## config.mk

```make
export PLATFORM = sky130hd
export DESIGN_NAME = inst_seq
export DESIGN_NICKNAME = d
export VERILOG_FILES = /design/src/rtl/inst_seq.sv
export SDC_FILE = /design/constraint.sdc
export NUM_CORES = 1
export LEC_CHECK = 0
export ABC_AREA = 1
export CORE_MARGIN = 4
export CORE_UTILIZATION = 43
export DETAILED_ROUTE_END_ITERATION = 10
export PLACE_DENSITY = 0.75
export SKIP_CTS_REPAIR_TIMING = 1
export SLEW_MARGIN = 20
export SYNTH_ARGS = -nofsm -noshare
export SYNTH_HDL_FRONTEND = slang
export SYNTH_SLANG_ARGS = --single-unit
```

## constraint.sdc

```tcl
create_clock -name clk -period 2.1 [get_ports clk]
set_input_delay 0.21 -clock clk [delete_from_list [all_inputs] [get_ports clk]]
set_output_delay 0.21 -clock clk [all_outputs]
set_load 0.02 [all_outputs]
```

## src/rtl/inst_seq.sv

```systemverilog
// inst_seq: multi-word instruction fetch/decode/execute sequencer.
// Fetches 1-3 instruction words into IR1..IR3, dispatches on the instruction
// class, runs the execute or stack/memory micro-sequence, then retires.
//   clk, rst_n        : system clock, asynchronous active-low reset
//   run               : permits a new fetch from IF1
//   mem_rdy           : memory access completes this cycle
//   ir1_len, kind     : length/class decoded from IR1, sampled in D1
//   state             : current sequencer state
//   mem_req, mem_we   : memory request and write qualifier (state decode)
//   ir_load           : one-hot IR1/IR2/IR3 load strobe (on fetch completion)
//   ip_inc            : instruction pointer increment (on fetch completion)
//   sp_inc, sp_dec    : stack pointer adjust (state decode)
//   exe_en            : execute enable, suppressed for illegal classes
//   inst_done         : instruction retires this cycle
//   illegal           : executing an illegal instruction class
//   retired           : wrapping retired-instruction count
module inst_seq (
  input  logic        clk,
  input  logic        rst_n,
  input  logic        run,
  input  logic        mem_rdy,
  input  logic [1:0]  ir1_len,
  input  logic [2:0]  kind,
  output logic [3:0]  state,
  output logic        mem_req,
  output logic        mem_we,
  output logic [2:0]  ir_load,
  output logic        ip_inc,
  output logic        sp_inc,
  output logic        sp_dec,
  output logic        exe_en,
  output logic        inst_done,
  output logic        illegal,
  output logic [15:0] retired
);

  localparam int unsigned STATE_W = 4;
  localparam int unsigned LEN_W   = 2;
  localparam int unsigned KIND_W  = 3;
  localparam int unsigned CNT_W   = 16;

  localparam logic [STATE_W-1:0] ST_IF1   = 4'd0;
  localparam logic [STATE_W-1:0] ST_D1    = 4'd1;
  localparam logic [STATE_W-1:0] ST_IF2   = 4'd2;
  localparam logic [STATE_W-1:0] ST_D2    = 4'd3;
  localparam logic [STATE_W-1:0] ST_IF3   = 4'd4;
  localparam logic [STATE_W-1:0] ST_D3    = 4'd5;
  localparam logic [STATE_W-1:0] ST_EXE   = 4'd6;
  localparam logic [STATE_W-1:0] ST_PUSH1 = 4'd7;
  localparam logic [STATE_W-1:0] ST_PUSH2 = 4'd8;
  localparam logic [STATE_W-1:0] ST_POP1  = 4'd9;
  localparam logic [STATE_W-1:0] ST_POP2  = 4'd10;
  localparam logic [STATE_W-1:0] ST_RD    = 4'd11;
  localparam logic [STATE_W-1:0] ST_WR    = 4'd12;

  localparam logic [KIND_W-1:0] KIND_EXE  = 3'd0;
  localparam logic [KIND_W-1:0] KIND_PUSH = 3'd1;
  localparam logic [KIND_W-1:0] KIND_POP  = 3'd2;
  localparam logic [KIND_W-1:0] KIND_RD   = 3'd3;
  localparam logic [KIND_W-1:0] KIND_WR   = 3'd4;

  logic [STATE_W-1:0] state_q, state_d;
  logic [LEN_W-1:0]   len_q, len_d;
  logic [KIND_W-1:0]  kind_q, kind_d;
  logic [CNT_W-1:0]   retired_q, retired_d;
  logic               kind_bad;

  // Class-to-first-execution-state map; illegal classes run a dead EXE cycle.
  function automatic logic [STATE_W-1:0] dispatch(input logic [KIND_W-1:0] k);
    case (k)
      KIND_EXE:  dispatch = ST_EXE;
      KIND_PUSH: dispatch = ST_PUSH1;
      KIND_POP:  dispatch = ST_POP1;
      KIND_RD:   dispatch = ST_RD;
      KIND_WR:   dispatch = ST_WR;
      default:   dispatch = ST_EXE;
    endcase
  endfunction

  assign kind_bad = (kind_q > KIND_WR);

  // Next state, latched decode fields and all strobes.
  always_comb begin
    state_d   = state_q;
    len_d     = len_q;
    kind_d    = kind_q;
    mem_req   = 1'b0;
    mem_we    = 1'b0;
    ir_load   = 3'b000;
    ip_inc    = 1'b0;
    sp_inc    = 1'b0;
    sp_dec    = 1'b0;
    exe_en    = 1'b0;
    inst_done = 1'b0;
    illegal   = 1'b0;
    case (state_q)
      ST_IF1: begin
        // rst_n gating keeps the request low while reset is held.
        mem_req = run && rst_n;
        if (run && mem_rdy && rst_n) begin
          state_d = ST_D1;
          ir_load = 3'b001;
          ip_inc  = 1'b1;
        end
      end
      ST_D1: begin
        // Decision uses the value being latched; it is identical to len_q next cycle.
        len_d  = ir1_len;
        kind_d = kind;
        if (ir1_len >= 2'd2) state_d = ST_IF2;
        else                 state_d = dispatch(kind);
      end
      ST_IF2: begin
        mem_req = 1'b1;
        if (mem_rdy) begin
          state_d = ST_D2;
          ir_load = 3'b010;
          ip_inc  = 1'b1;
        end
      end
      ST_D2: begin
        if (len_q == 2'd3) state_d = ST_IF3;
        else               state_d = dispatch(kind_q);
      end
      ST_IF3: begin
        mem_req = 1'b1;
        if (mem_rdy) begin
          state_d = ST_D3;
          ir_load = 3'b100;
          ip_inc  = 1'b1;
        end
      end
      ST_D3: state_d = dispatch(kind_q);
      ST_EXE: begin
        exe_en    = !kind_bad;
        illegal   = kind_bad;
        inst_done = 1'b1;
        state_d   = ST_IF1;
      end
      ST_PUSH1: begin
        sp_dec  = 1'b1;
        state_d = ST_PUSH2;
      end
      ST_PUSH2: begin
        mem_req = 1'b1;
        mem_we  = 1'b1;
        if (mem_rdy) begin
          inst_done = 1'b1;
          state_d   = ST_IF1;
        end
      end
      ST_POP1: begin
        mem_req = 1'b1;
        if (mem_rdy) state_d = ST_POP2;
      end
      ST_POP2: begin
        sp_inc    = 1'b1;
        inst_done = 1'b1;
        state_d   = ST_IF1;
      end
      ST_RD: begin
        mem_req = 1'b1;
        if (mem_rdy) begin
          inst_done = 1'b1;
          state_d   = ST_IF1;
        end
      end
      ST_WR: begin
        mem_req = 1'b1;
        mem_we  = 1'b1;
        if (mem_rdy) begin
          inst_done = 1'b1;
          state_d   = ST_IF1;
        end
      end
      default: state_d = ST_IF1;
    endcase
    retired_d = retired_q + CNT_W'(inst_done);
  end

  // State, latched decode fields and retire counter.
  always_ff @(posedge clk or negedge rst_n) begin
    if (!rst_n) begin
      state_q   <= ST_IF1;
      len_q     <= '0;
      kind_q    <= '0;
      retired_q <= '0;
    end else begin
      state_q   <= state_d;
      len_q     <= len_d;
      kind_q    <= kind_d;
      retired_q <= retired_d;
    end
  end

  assign state   = state_q;
  assign retired = retired_q;

endmodule

```

==> results of run 1 <==
==> flip-flops by register name, indices dropped and copies added (netlist names) <==
| signal | cells |
|---|---|
| retired | 16 |
| state | 4 |
| len_q | 2 |
| kind_q | 3 |
==> cell families (layout without fill, tap and decap cells) <==
logic type	count (synthesis)	after routing
simple gates	124	124
buf+inv	26	77
flops	25	25
xor+xnor	14	14
compound gates	11	11
fa+ha+maj	2	2
==> how the worst max path moves through the flow <==
stage | from | end | slack [ns] | cells past startpoint
2_1_floorplan | state[2] | retired[12] | -0.04 | 12
3_3_place_gp | state[1] | retired[12] | 0.08 | 12
3_5_place_dp | state[1] | retired[12] | 0.01 | 12
4_1_cts | state[1] | ip_inc | -0.25 | 6
5_1_grt | state[2] | retired[12] | -0.03 | 12
6_report | state[0] | retired[12] | 0.1 | 11
==> critical path: stages, from the launching register on <==
cell     delay (ns)
dfrtp_2        0.49
buf_4          0.17
nor3_4         0.22
a21oi_2        0.05
nand2_2        0.09
ha_4           0.14
ha_4           0.14
nand2_4        0.06
nor2_4         0.14
nand4_1        0.14
nor2_1         0.15
xor2_1         0.16
==> synth_stat cells <==
library cell / count
a21oi_1: 5
nand2_4: 1
nor3_2: 2
nor3_1: 3
nor3b_1: 1
nand2_1: 61
buf_4: 1
nor2_2: 6
nor2_4: 3
xnor2_1: 4
o21ai_1: 1
a31oi_1: 1
nor2_1: 27
nand3_1: 13
inv_1: 19
ha_1: 2
inv_2: 5
clkinv_2: 1
o21ai_0: 4
xor2_1: 10
nand3_2: 1
nand4_1: 1
dfrtp_1: 25
nand2_2: 5
==> report_power, final <==
part           switching [mW]  internal [mW]  leakage (nW)
registers               0.169          0.613         0.313
clock network           0.153         0.0727        0.0139
logic                   0.782          0.539         0.881
==> metrics by stage <==
step	TNS, ns	std cells
2_1_floorplan	-0.0776	202
3_3_place_gp	0	289
3_5_place_dp	0	289
4_1_cts	-1.16	293
5_1_grt	-0.0510	299
6_report	0	299
==> per-layer routing <==
metal  wire length [um]  part of all wire (%)  vias up
li1                   -                     -      726
met1               1690                    47      657
met2               1750                    49       35
met3                133                   3.7        2
met4                 21                  0.59        0
met5                  0                     0        -
==> area by class of cell <==
type	count	area (um2)	area share, %
multi-input combinational	151	850	39.5
sequential	25	631	29.4
inverter	25	97.6	4.54
tap	46	57.6	2.68
clock inverter	1	7.51	0.349
clock buffer	3	22.5	1.05
timing repair buffer	48	483	22.5
==> impl_results.md, run 1 <==
- Critical Path Start Type: flop
- MaxCap Viol Count: 0
- Clk_skew: approximately 0.013 ns
- Simple-Gate Fraction of Synth Area: about 38%
- PortBufs: 39
- Design area: 2150 um2
- VDD IR max: approximately 630 uV
- Post-Synth XOR/XNOR Area: 8.17%
- Pwr/cell area: 1080 nW/um2
- GRT met1 Usage: a little under a quarter
- Layout cells sized above 1: 20.6%
- Clock Tree Buf Depth: 2
- Die H: between 60 and 70 um
- Fin crit share: a little over nine tenths
- Final hold vios: 0
- Htree depth: 1
- Minimum clock period: between 2 and 2.5 ns
- Antenna fix cells: 0
- Final WS setup: around 0.095 ns
- Syn_area_per_cell: approximately 7.4 um2
- Syn nets: roughly 210
- Via density: between 4 and 5
- Root Buffer: clkbuf_4
- Leading area contributor after synthesis: dfrtp_1
- Post-synthesis sequential area ratio: 41.7%
- Clk slew on worst S/H paths: ~0.15 ns
- Detailed Place HPWL: ~2800 um
- Starting Density: between 40% and 50%
- Crit path max fanout: 7
- End-of-flow core utilization: 63.9%
- Post-synthesis mux area share: 0%
- Io pins: 40
- ANT nets after route: 0
- WL final: 3590 um
- Final #Nets: between 200 and 300
- Fin. max-slew vios: 0
- Synthesized area: roughly 1500 um2
- Pre-antenna DRT Iters: 4
- Core area: roughly 3400 um2
- Synthesized flop and latch total: 25
- Met3 usage: around 2.5%
- Adder-cell area share of the yosys netlist: 1.67%
- Hold slack: between 0.2 and 0.3 ns
- RSZ-0062 raised after global routing: true
- Yosys Warn Count: 0
- GR met2 Demand/Resource: between 20% and 30%
- Worst min-delay path class: input pin to async pin
- Synth area leaders: dfrtp_1, nand2_1, nor2_1, xor2_1, inv_1
- Drt drc: 0
- Overflow after GRT: 0
- Commonest cells after routing, fill and taps aside: nand2_1, clkdlybuf4s50_1, nor2_1
- R2r setup slk: 0.1 ns
- Worst setup EP type: flop
- Die width: 67.1 um
- Vias in the first global route: approximately 1200
- Leak pwr: 1.21 nW
- GRT Util Overall: about 16%
- Synth Area in Compound Gates: roughly 3.8%
- Total power: between 2 and 2.5 mW
- Reg2Reg Launch Point: state[0]
- Crit path DAT: 2.27 ns
- Kind of critical path: flop to flop
- # clock sinks: 25
- First-pass GRT wire length: around 5500 um
- GR peak layer: met2
- Fmax: around 500 MHz
- Mapped Cells: 202
- 1st-iter DRT viols: 56
- Num CTS Buffers: 3
- Worst-Margin Slew: 0.296 ns
- CTS tree: yes
- RD Place Congestion: 0.905
- Status: completed
- Via Count: ~1400
- Worst skew pair latency: roughly 0.32 ns
- Pre-CTS setup slack: ~0.012 ns
- Post-DP Area: around 2000 um2
- Largest family of logic cells by synthesized area: simple AND/OR/NAND/NOR gates
- Synthesis-to-layout area growth: 43.2%
- Worst R2R End: retired[12]
- Distinct cells, synth: 24
- Initial antenna violation count: 0
- FP Rows: 21
- Largest net degree at the start of global routing: 25
- Normalized max-slew margin: roughly four fifths
- R2r worst-path depth: 11
- Drt wl/cell: between 10 and 15 um
- Final setup vio count: 0
- Post-synth top area share: 41.7%
- Filler instances: about 310
- WP data required: roughly 2.4 ns
- Die Footprint: ~4500 um2
- Commonest non-fill, non-tap cell in the layout: nand2_1
(Power assumes the default switching activity.)
==> run 2: changes to the inputs <==
- PLACE_DENSITY: 0.75 -> unset
- PLACE_DENSITY_LB_ADDON: unset -> 0.12
==> impl_results.md, run 2 (synthesis results as in run 1) <==
- Status: completed
- WP data required: around 2.3 ns
- Crit path max fanout: 5
- Clock Tree Buf Depth: 2
- Initial antenna violation count: 0
- Num CTS Buffers: 3
- Die Footprint: approximately 4500 um2
- Worst path max stage delay: roughly 0.48 ns
- Largest register FFs: 16
- Starting Density: about 45%
- Largest net degree at the start of global routing: 23
- Fin. max-slew vios: 0
- Via density: ~4.6
- Minimum clock period: around 2.0 ns
- Drt drc: 0
- Pwr/cell area: about 1100 nW/um2
- Commonest non-fill, non-tap cell in the layout: nand2_1
- Layout cells sized above 1: 20.3%
- Detailed Place HPWL: around 2700 um
- R2r worst-path depth: 12
- Crit path DAT: between 2 and 2.5 ns
- Commonest cells after routing, fill and taps aside: nand2_1, clkdlybuf4s50_1, nor2_1
- Worst R2R End: retired[12]
- PortBufs: 39
- Normalized max-slew margin: slightly above 80%
- 1st-iter DRT viols: 66
- Pre-antenna DRT Iters: 4
- MaxCap Viol Count: 0
- Leak pwr: about 1.2 nW
- Clk slew on worst S/H paths: 0.13 ns
- VDD IR max: about 560 uV
- Crit-path cells: inv_2, nand2_2, nor3_4, a21oi_2, nand2_2, ha_4, ha_4, nand2_4, nor2_4, nand4_1, nor2_1, xor2_1
- Die H: 67.1 um
- Final hold vios: 0
- Overflow after GRT: 0
- Synthesis-to-layout area growth: 40.9%
- WL final: 3320 um
- GRT Util Overall: roughly 16%
- R2r setup slk: 0.08 ns
- Reg2Reg Launch Point: state[2]
- Final #Nets: about 260
- Fin crit share: 96.1%
- # clock sinks: 25
- Htree depth: 1
- ANT nets after route: 0
- Setup TNS: 0 ns
- Fmax: between 400 and 500 MHz
- Clk_skew: approximately 0.0022 ns
- RSZ-0062 raised after global routing: true
- Worst-Margin Slew: 0.281 ns
- Worst skew pair latency: between 0.3 and 0.4 ns
- Slowest cell on the critical path: dfrtp_2
- Via Count: about 1400
- Worst setup EP type: flop
- Core area: ~3400 um2
- CTS tree: yes
- Worst min-delay path class: input pin to async pin
- First-pass GRT wire length: 5540 um
- Non-filler instance count after layout: ~300
- Kind of critical path: flop to flop
- Io pins: 40
- RD Place Congestion: between 0.8 and 0.9
- Placed Cells: 290
- Drt wl/cell: ~11 um
- Total power: 2.24 mW
- Root Buffer: clkbuf_4
- Die width: 67.1 um
- End-of-flow core utilization: between 60% and 70%
- FP Rows: 21
- Final setup vio count: 0
- Antenna fix cells: 0
- Critical Path Start Type: flop
- Vias in the first global route: 1294
run 2: power breakdown:
group | switching [mW] | internal (mW) | total (mW)
Combinational | 0.745 | 0.504 | 1.25
Sequential | 0.166 | 0.613 | 0.779
Clock | 0.133 | 0.0741 | 0.207
run 2: layout make-up:
cell class | count | area (um2)
Tap cell | 46 | 57.6
Clock buffer | 4 | 26.3
Multi-Input combinational cell | 151 | 851
Sequential cell | 25 | 631
Inverter | 25 | 95.1
Timing Repair Buffer | 46 | 453
Fill cell | 340 | 1250
run 2: worst max path at each step:
| stage | start | to | slack (ns) | depth (start not counted) |
|---|---|---|---|---|
| after floorplan | state[2] | retired[12] | -0.04 | 12 |
| after global placement | state[3] | retired[12] | 0.06 | 13 |
| after detailed placement | state[1] | retired[12] | 0.05 | 13 |
| after CTS | state[1] | ip_inc | -0.25 | 7 |
| after global routing | state[2] | retired[12] | -0.04 | 12 |
| final | state[2] | retired[12] | 0.08 | 12 |
run 2: stage by stage:
step	instance area [um2]	setup slack (ns)	hold WS [ns]
2_1_floorplan	1570	-0.0365	-0.0856
3_3_place_gp	2040	0.0590	0.458
3_5_place_dp	2040	0.0480	0.469
4_1_cts	2070	-0.250	0.210
5_1_grt	2110	-0.0435	0.224
6_report	2110	0.0817	0.228
run 2: worst max-delay path: cells and delay by family (launching register included):
kind / cells / cell delay [ns]
and+or+nand+nor: 7 / 0.87
xor gates and xnor gates: 1 / 0.16
adders and majority gates: 2 / 0.29
buffers and inverters: 1 / 0.11
AOI/OAI and AO/OA: 1 / 0.05
DFF: 1 / 0.48
run 2: metal layers:
metal	part of all wire [%]	GRT usage (%)	wire (um)
met5	0	0	0
met4	1.4	4.81	47
met3	3.9	4.05	128
met2	46	25.8	1530
met1	49	21.3	1620
==> edit: new RTL, flow settings as in run 1 <==
Put one more register stage on the output `retired`, with the module's reset. The value now appears one clock later. The other outputs are not delayed to match.
--- a/src/rtl/inst_seq.sv
+++ b/src/rtl/inst_seq.sv
@@ -194,7 +194,13 @@
   end
 
   assign state   = state_q;
-  assign retired = retired_q;
+  always_ff @(posedge clk or negedge rst_n) begin
+    if (!rst_n) begin
+      retired <= '0;
+    end else begin
+      retired <= retired_q;
+    end
+  end
 
 endmodule
 
Behaviour: not the same (Yosys sat finds a counterexample within 4 cycles, from zero or initial values and one cycle with rst_n low).
==> edit against run 1 <==
Worst setup slack better by 0.0019 ns; largest power group unchanged; hold slack lost 0.23 ns; routed wire length is 13% higher; sequential cell count is 16 higher; global-route usage decreased by 0.33 points; power up 41%; synthesized area rose by 27%; count of clock-buffer cells in the layout up 2; cell area increased by 24%.
==> edit: results (changes against run 1) <==
* Outcome: finished, final reports clean
* DRT Wirelength at 4062 um (+13%)
* Cts bufs inserted at 5 (+2)
* Register area share after synthesis at 0.5384 (+0.1214)
* Syn_nets at 232 (+8.9%)
* Fill count at 353 (+15%)
* Static leakage at 1.412 nW (+17%)
* Root Driver: clkbuf_8
* CP max stage cell: clkdlybuf4s50_1
* Pin count of the biggest net entering global routing at 42 (+68%)
* Post-synth cell types at 22 (-8.3%)
* CTS clk-pin slew, worst paths at 0.08 ns (-0.07 ns)
* Crit path largest cell delay at 0.64 ns (+0.15 ns)
* 1st-iter DRT viols at 51 (-8.9%)
* Leading post-synthesis cells by cell area: dfrtp_1 54%, nand2_1 13%, nor2_1 4.9%, xor2_1 4.1%, nand3_1 3.7%
* Total track usage at 0.1577 (-0.003301)
* WP data arrival at 1.79 ns (-0.48 ns)
* Most frequent cells after synthesis: 65 x nand2_1, 41 x dfrtp_1, 25 x nor2_1
* Area after DPL at 2430 sq um (+20%)
* Initial antenna violation count at 0 (unchanged)
* CP top delay family: buffers and inverters
* Worst-Skew Late Latency at 0.29 ns (-0.03 ns)
* Final setup skew at 0.01216 ns (-0.001254 ns)
* H-tree levels at 2 (+1)
* DPL Wire Length at 3064 um (+10%)
* Proportion of layout cells with a drive suffix above 1 at 0.2117 (+0.006145)
* Final Wtd Congestion at 0.8312 (-8.1%)
* Avg Vias per Cell at 4.679 (-1.5%)
* Max IR drop VDD at 657.7 uV (+3.8%)
* Worst-Margin Slew at 0.4995 ns (+0.2034 ns)
* Nets at 284 (+7.2%)
* Crit path max fanout at 4 (-3)
* Global-route wire length before repair at 6630 um (+20%)
* Vias in the first global route at 1449 (+17%)
==> edit: cell families after synthesis <==
kind of cell | share of synthesized area
AO/OA/AOI/OAI | 0.02954
XOR/XNOR | 0.05975
adder cells (fa/ha/maj) | 0.01313
buffers and inverters | 0.05319
flip-flops | 0.5384
AND/OR/NAND/NOR | 0.3060
==> edit: layout make-up <==
cell class / count / area [sq um] / share of cell area
clock buffers: 5 / 68.82 / 0.02577
clock inverters: 3 / 65.06 / 0.02437
inverters: 25 / 96.34 / 0.03608
multi-input cells: 154 / 888.4 / 0.3327
flip-flops and latches: 41 / 1031 / 0.3861
well taps: 50 / 62.56 / 0.02343
repair buffers: 46 / 457.9 / 0.1715
==> edit: worst paths after layout <==
path / start / endpoint / slack [ns] / cells past startpoint
worst max-delay path: state[2]$_DFFE_PN0P_ / sp_inc / 0.1 / 4
worst min-delay path: rst_n / kind_q[2]$_DFFE_PN0P_ / 0.03 / 2
worst max register to register: state[2]$_DFFE_PN0P_ / retired_q[9]$_DFF_PN0_ / 0.1 / 13
worst min register to register: retired_q[15]$_DFF_PN0_ / retired[15]$_DFF_PN0_ / 0.42 / 0
max in group asynchronous: rst_n / state[3]$_DFFE_PN0P_ / 1.70 / 2
min in group clk: retired_q[15]$_DFF_PN0_ / retired[15]$_DFF_PN0_ / 0.42 / 0
==> edit: report_power, final <==
| part | total [W] | leakage, nW | switching [W] | internal (W) |
|---|---|---|---|---|
| clock | 0.000730 | 0.0681 | 0.000258 | 0.000472 |
| combinational | 0.00139 | 0.821 | 0.000816 | 0.000576 |
| sequential | 0.00116 | 0.522 | 0.000184 | 0.000979 |
==> edit: worst reg2reg max path, delay by kind of cell (launching register included) <==
family,cells,cell delay [ns]
AND/OR/NAND/NOR,9,0.93
flip-flops,1,0.43
buffers and inverters,1,0.16
AO/OA/AOI/OAI,1,0.08
XOR/XNOR,1,0.12
adder cells (fa/ha/maj),1,0.16
==> edit: per-layer routing <==
layer  part of all wire  global-route usage
met4             0.0089             0.04150
met3              0.033             0.03784
met5                  0                   0
met2               0.47              0.2390
met1               0.49              0.2278
==> edit: stage by stage <==
stage | hold WS (ns) | total power (W) | instances | worst slack, ns
2_1_floorplan | -0.08559 | 0.002011 | 221 | 0.004996
3_3_place_gp | 0.3451 | 0.002509 | 313 | 0.1053
3_5_place_dp | 0.3636 | 0.002526 | 313 | 0.08048
4_1_cts | 0.04834 | 0.003271 | 321 | -0.2056
5_1_grt | 0.08716 | 0.003504 | 324 | -0.05437
6_report | 0.03281 | 0.003286 | 324 | 0.09705
